==> src/rtl/fma_rr_arbiter.sv <==
// fma_rr_arbiter
// Shares one external FP32 FMA between N_REQ requesters. A combinational
// round-robin arbiter issues at most one operation per cycle. The winner's id
// travels through a tag pipe that matches the FMA latency, and the result is
// steered into that requester's response register. Each requester may have
// only one operation outstanding (issued but not yet popped).
// Optional feature: define FMA_ARB_PERF_EN to add the saturating counters
// perf_issued and perf_blocked.
module fma_rr_arbiter #(
    parameter int N_REQ   = 4,
    parameter int FMA_LAT = 0
) (
    input  logic                  clk,
    input  logic                  rst,
    input  logic [N_REQ-1:0]      req_valid,
    output logic [N_REQ-1:0]      req_ready,
    input  logic [N_REQ*32-1:0]   req_a,
    input  logic [N_REQ*32-1:0]   req_b,
    input  logic [N_REQ*32-1:0]   req_c,
    output logic [N_REQ-1:0]      rsp_valid,
    input  logic [N_REQ-1:0]      rsp_ready,
    output logic [N_REQ*32-1:0]   rsp_data,
    output logic [31:0]           fma_a,
    output logic [31:0]           fma_b,
    output logic [31:0]           fma_c,
    output logic                  fma_issue,
    input  logic [31:0]           fma_result,
    output logic                  busy
`ifdef FMA_ARB_PERF_EN
    ,
    output logic [31:0]           perf_issued,
    output logic [31:0]           perf_blocked
`endif
);

    localparam int             IDW     = $clog2(N_REQ);
    localparam logic [IDW:0]   N_REQ_W = N_REQ[IDW:0];

    logic [IDW-1:0]   ptr;
    logic [IDW-1:0]   ptr_next;
    logic [N_REQ-1:0] outstanding;
    logic [N_REQ-1:0] eligible;
    logic [N_REQ-1:0] pop;
    logic [N_REQ-1:0] rot;
    logic             grant_any;
    logic [IDW-1:0]   offset;
    logic [IDW:0]     win_sum;
    logic [IDW:0]     nxt_sum;
    logic [IDW-1:0]   win_id;
    logic             retire_valid;
    logic [IDW-1:0]   retire_id;

    // A requester with an operation still outstanding is not eligible.
    assign eligible = req_valid & ~outstanding;
    assign pop      = rsp_valid & rsp_ready;
    assign busy     = |outstanding;

    // Round-robin search: rotate so ptr sits at bit 0, take the lowest set bit, then map back modulo N_REQ
    always_comb begin
        rot       = N_REQ'({eligible, eligible} >> ptr);
        grant_any = 1'b0;
        offset    = '0;
        for (int k = N_REQ - 1; k >= 0; k--) begin
            if (rot[k]) begin
                grant_any = 1'b1;
                offset    = IDW'(k);
            end
        end
        win_sum = {1'b0, ptr} + {1'b0, offset};
        if (win_sum >= N_REQ_W) begin
            win_sum = win_sum - N_REQ_W;
        end
        win_id  = win_sum[IDW-1:0];
        nxt_sum = {1'b0, win_id} + 1'b1;
        if (nxt_sum == N_REQ_W) begin
            nxt_sum = '0;
        end
        ptr_next = nxt_sum[IDW-1:0];
    end

    // One-hot grant. It is held low while reset is asserted, so no request can be accepted during reset.
    always_comb begin
        req_ready = '0;
        if (grant_any && !rst) begin
            req_ready[win_id] = 1'b1;
        end
    end

    assign fma_issue = |req_ready;

    // Drive the winner's operands to the FMA. All operands are zero when nothing is issued.
    always_comb begin
        fma_a = '0;
        fma_b = '0;
        fma_c = '0;
        for (int k = 0; k < N_REQ; k++) begin
            if (req_ready[k]) begin
                fma_a = req_a[32*k +: 32];
                fma_b = req_b[32*k +: 32];
                fma_c = req_c[32*k +: 32];
            end
        end
    end

    // With no grant the pointer holds. Otherwise it moves to the requester just after the winner.
    always_ff @(posedge clk or posedge rst) begin
        if (rst) begin
            ptr <= '0;
        end else if (fma_issue) begin
            ptr <= ptr_next;
        end
    end

    generate
        if (FMA_LAT == 0) begin : g_no_pipe
            assign retire_valid = fma_issue;
            assign retire_id    = win_id;
        end else begin : g_pipe
            logic [FMA_LAT-1:0] tag_valid;
            logic [IDW-1:0]     tag_id [FMA_LAT];

            // Carry {valid, id} alongside the FMA stages. Reset drops every in-flight tag.
            always_ff @(posedge clk or posedge rst) begin
                if (rst) begin
                    tag_valid <= '0;
                    for (int s = 0; s < FMA_LAT; s++) begin
                        tag_id[s] <= '0;
                    end
                end else begin
                    tag_valid[0] <= fma_issue;
                    tag_id[0]    <= win_id;
                    for (int s = 1; s < FMA_LAT; s++) begin
                        tag_valid[s] <= tag_valid[s-1];
                        tag_id[s]    <= tag_id[s-1];
                    end
                end
            end

            assign retire_valid = tag_valid[FMA_LAT-1];
            assign retire_id    = tag_id[FMA_LAT-1];
        end
    endgenerate

    // Credit flags and response registers. A grant sets the credit flag, a pop clears it, and a retiring result fills its slot.
    always_ff @(posedge clk or posedge rst) begin
        if (rst) begin
            outstanding <= '0;
            rsp_valid   <= '0;
            rsp_data    <= '0;
        end else begin
            outstanding <= (outstanding | req_ready) & ~pop;
            rsp_valid   <= rsp_valid & ~pop;
            for (int k = 0; k < N_REQ; k++) begin
                if (retire_valid && (retire_id == IDW'(k))) begin
                    rsp_valid[k]          <= 1'b1;
                    rsp_data[32*k +: 32]  <= fma_result;
                end
            end
        end
    end

    // The credit rule means a result never retires into a slot that is still holding an unpopped result.
    always @(posedge clk) begin
        if (!rst && retire_valid) begin
            assert (!rsp_valid[retire_id]);
        end
    end

`ifdef FMA_ARB_PERF_EN
    // Saturating counters: operations issued, and cycles where a request waited only because its credit was in use
    always_ff @(posedge clk or posedge rst) begin
        if (rst) begin
            perf_issued  <= '0;
            perf_blocked <= '0;
        end else begin
            if (fma_issue && (perf_issued != 32'hFFFF_FFFF)) begin
                perf_issued <= perf_issued + 32'd1;
            end
            if ((|(req_valid & outstanding)) && !fma_issue && (perf_blocked != 32'hFFFF_FFFF)) begin
                perf_blocked <= perf_blocked + 32'd1;
            end
        end
    end
`endif

endmodule

==> config.mk <==
export PLATFORM = sky130hd
export DESIGN_NAME = fma_rr_arbiter
export DESIGN_NICKNAME = d
export VERILOG_FILES = /design/src/rtl/fma_rr_arbiter.sv
export SDC_FILE = /design/constraint.sdc
export NUM_CORES = 1
export LEC_CHECK = 0
export CELL_PAD_IN_SITES_DETAIL_PLACEMENT = 2
export CELL_PAD_IN_SITES_GLOBAL_PLACEMENT = 2
export CORE_AREA = 4 4 255 257
export CTS_BUF_LIST = sky130_fd_sc_hd__clkbuf_4 sky130_fd_sc_hd__clkbuf_8
export DETAILED_ROUTE_END_ITERATION = 7
export DIE_AREA = 0 0 259 261
export GPL_ROUTABILITY_DRIVEN = 0
export PLACE_DENSITY_LB_ADDON = 0.05
export SLEW_MARGIN = 20
export SYNTH_ARGS = -nofsm -noshare
export SYNTH_HDL_FRONTEND = slang
export SYNTH_SLANG_ARGS = --single-unit
==> constraint.sdc <==
create_clock -name clk -period 6.49 [get_ports clk]
set_input_delay 1.947 -clock clk [delete_from_list [all_inputs] [get_ports clk]]
set_output_delay 1.947 -clock clk [all_outputs]
set_load 0.005 [all_outputs]
==> results.json <==
{
  "synth_top_flop_cell": "dfrtp_1",
  "p_leak_nw": 7.52,
  "critPathSlowestCell": "or3b_4",
  "num_rows": 92,
  "pin_count": 660,
  "drc": 0,
  "die_w_um": 259,
  "syn_inst": 796,
  "fin_nets": 1963,
  "dpl.hpwl_um": 50500,
  "ys_top_cells_by_count": "dfrtp_1, mux2_4, a21oi_1",
  "fin_crit_ns": 6.63,
  "port_buffers": 659,
  "synth_seq_cells": 138,
  "wl_um": 65400,
  "yosys.area.top_type_share_pct": 39.3,
  "tns_ns": -1.55,
  "clock_path_buffers": 2,
  "cp_max_fo": 8,
  "dr.pass1.iters": 4,
  "tritoncts": "built",
  "yosysMostFrequentCell": "dfrtp_1",
  "fin_worst_skew_ns": 0.0215,
  "yosys_warnings": 0,
  "violations": "negative setup slack",
  "slew_headroom_pct": 42.6,
  "first_iter_violations": 437,
  "max-vdd-ir-drop_uv": 426,
  "setup_viol": 39,
  "track_usage_pct": 18.1,
  "rsz0062_at_grt": "yes",
  "grt_pass1_vias": 11020,
  "start_util_pct": 14.0,
  "htreeDepth": 4,
  "synth_top_cell_by_area": "dfrtp_1",
  "cp_cell_sequence": "buf_6 > or3b_4 > o2111ai_2 > a22oi_1 > o2bb2ai_1 > ha_2 > xnor2_4 > ha_4 > nor2b_4 > buf_12 > buf_12 > buf_12 > buf_12 > buf_6 > a221o_1 > o211ai_1 > a21oi_1 > buf_2",
  "drive_gt1_share_pct": 28.3,
  "synthArstFlopShare_pct": 100,
  "cts.sinks": 138,
  "setup.worst_path.start_class": "primary input",
  "coreArea_mm2": 0.0627,
  "ys_types": 40,
  "maxCapViolCount": 0,
  "postSynthAreaPerCell_um2": 11.0,
  "crit_family": "buffers and inverters",
  "hold_class": "register to register",
  "worstReg2RegStart": "ptr[0]",
  "cpMostUsedCell": "buf_12",
  "syn_nets": 1227,
  "worst_slew_pin_slew_ns": 0.862,
  "yosys-top-cells-area": "dfrtp_1, mux2_4, a221o_1",
  "ant_nets": 0,
  "dieArea_mm2": 0.0676,
  "insertion_delay_ns": 0.48,
  "max_freq_mhz": 151,
  "grt_max_degree": 91,
  "timing.final.hold_violations": 0,
  "cp-startpoint": "req_valid[1]",
  "seq_area_frac_synth_pct": 39.3,
  "fin_area_mm2": 0.0181,
  "critPathCaptureType": "output port",
  "r2r_slack_ns": 2.61,
  "cp.arrival_ns": 4.68,
  "grt_overflow": 0,
  "slowest_delay_ns": 0.38,
  "min_from": "rsp_valid[0]",
  "worst_slack_ns": -0.138,
  "synth-edff-count": 0,
  "finalPower_mw": 15.7,
  "cp.required_ns": 4.54,
  "path_class": "primary input to output port",
  "root_buffer": "clkbuf_8",
  "fin_util_pct": 28.9,
  "wire_per_inst_um": 27.2,
  "slew_viol_final": 0,
  "critPathBufInv": 7,
  "numCtsBuffers": 17,
  "grt_pass1_wl_um": 88800,
  "die_h_um": 261,
  "power_density_mw_per_mm2": 865,
  "syn_to_final_growth_pct": 106,
  "dpl_cell_area_mm2": 0.0171,
  "antenna_found_initial": 18,
  "netlist_area_mm2": 0.00879,
  "vias": 10146,
  "status": "complete, but fails checks",
  "fin_crit_sh_pct": 102,
  "via_per_inst": 4.21,
  "path_clk_slew_ns": 0.10
}
## power breakdown
| group | internal [mW] | total, mW | leakage, nW | switching, mW |
|---|---|---|---|---|
| clock | 0.326 | 0.755 | 0.210 | 0.429 |
| sequential | 1.32 | 1.59 | 1.64 | 0.273 |
| combinational | 7.34 | 13.3 | 5.66 | 5.98 |
## placed cells by master (no fill, tap or decap), types with 33 or more instances in the layout
master,count
buf_2,69
a221o_1,96
a21oi_1,86
dfrtp_1,138
mux2_4,110
clkdlybuf4s50_1,556
o211ai_1,97
buf_12,33
nand2_1,96
buf_4,84
## per-stage QoR
step           instances  hold slack (ns)  setup WS (ns)
3_5_place_dp        2306            0.473          -1.11
6_report            2410            0.487         -0.138
3_3_place_gp        2306            0.467          -1.12
2_1_floorplan        796            0.466          0.249
5_1_grt             2403            0.509         -0.292
4_1_cts             2380            0.492         -0.179
## path summary, 6_finish.rpt
check / to / cells after the start
worst min register to register: outstanding[0] / 1
worst max register to register: rsp_data[126] / 15
min in group asynchronous: rsp_data[6] / 2
worst min-delay path: outstanding[0] / 1
worst max-delay path: fma_c[11] / 18
max in group asynchronous: rsp_data[48] / 3
## state kept, by name, indices dropped and copies added, names as in the netlist
register and cells:
rsp_data 128, ptr 2, rsp_valid 4, outstanding 4
## layout make-up
class                      instances  area, um2
fill                            6800      44600
timing repair buffer             805       8090
multi-input combinational        557       4980
sequential                       138       3450
tap                              846       1060
clock buffer                      17        234
clock inverter                    15        174
inverter                          13       73.8
antenna                           19       47.5
## cells by family (layout without fill, tap and decap cells)
group,after synthesis,after routing,synth area share (%)
buf+inv,101,850,6.06
xor+xnor,2,2,0.199
flops,138,138,39.3
fa+ha+maj,6,6,0.826
compound gates,306,306,26.5
mux,131,131,21.5
simple gates,112,112,5.68
other cells,0,19,0
## layer usage
metal	track usage [%]	up-vias	share of wire (%)
met5	0	-	0.035
met4	5.40	4	2.2
met3	5.99	47	7.2
met2	33.0	365	53
met1	20.2	5147	38
li1	-	4583	-
## what timing repair did
| action | 4_1_cts | 5_1_grt |
|---|---|---|
| cloned | 10 | 1 |
| hold buffers | 0 | 0 |
| pin swaps | 85 | 72 |
| gates resized for setup | 388 | 54 |
| setup endpoints to repair | 101 | 97 |
| buffers inserted | 34 | 11 |
Power figures use the tool's default switching activity.
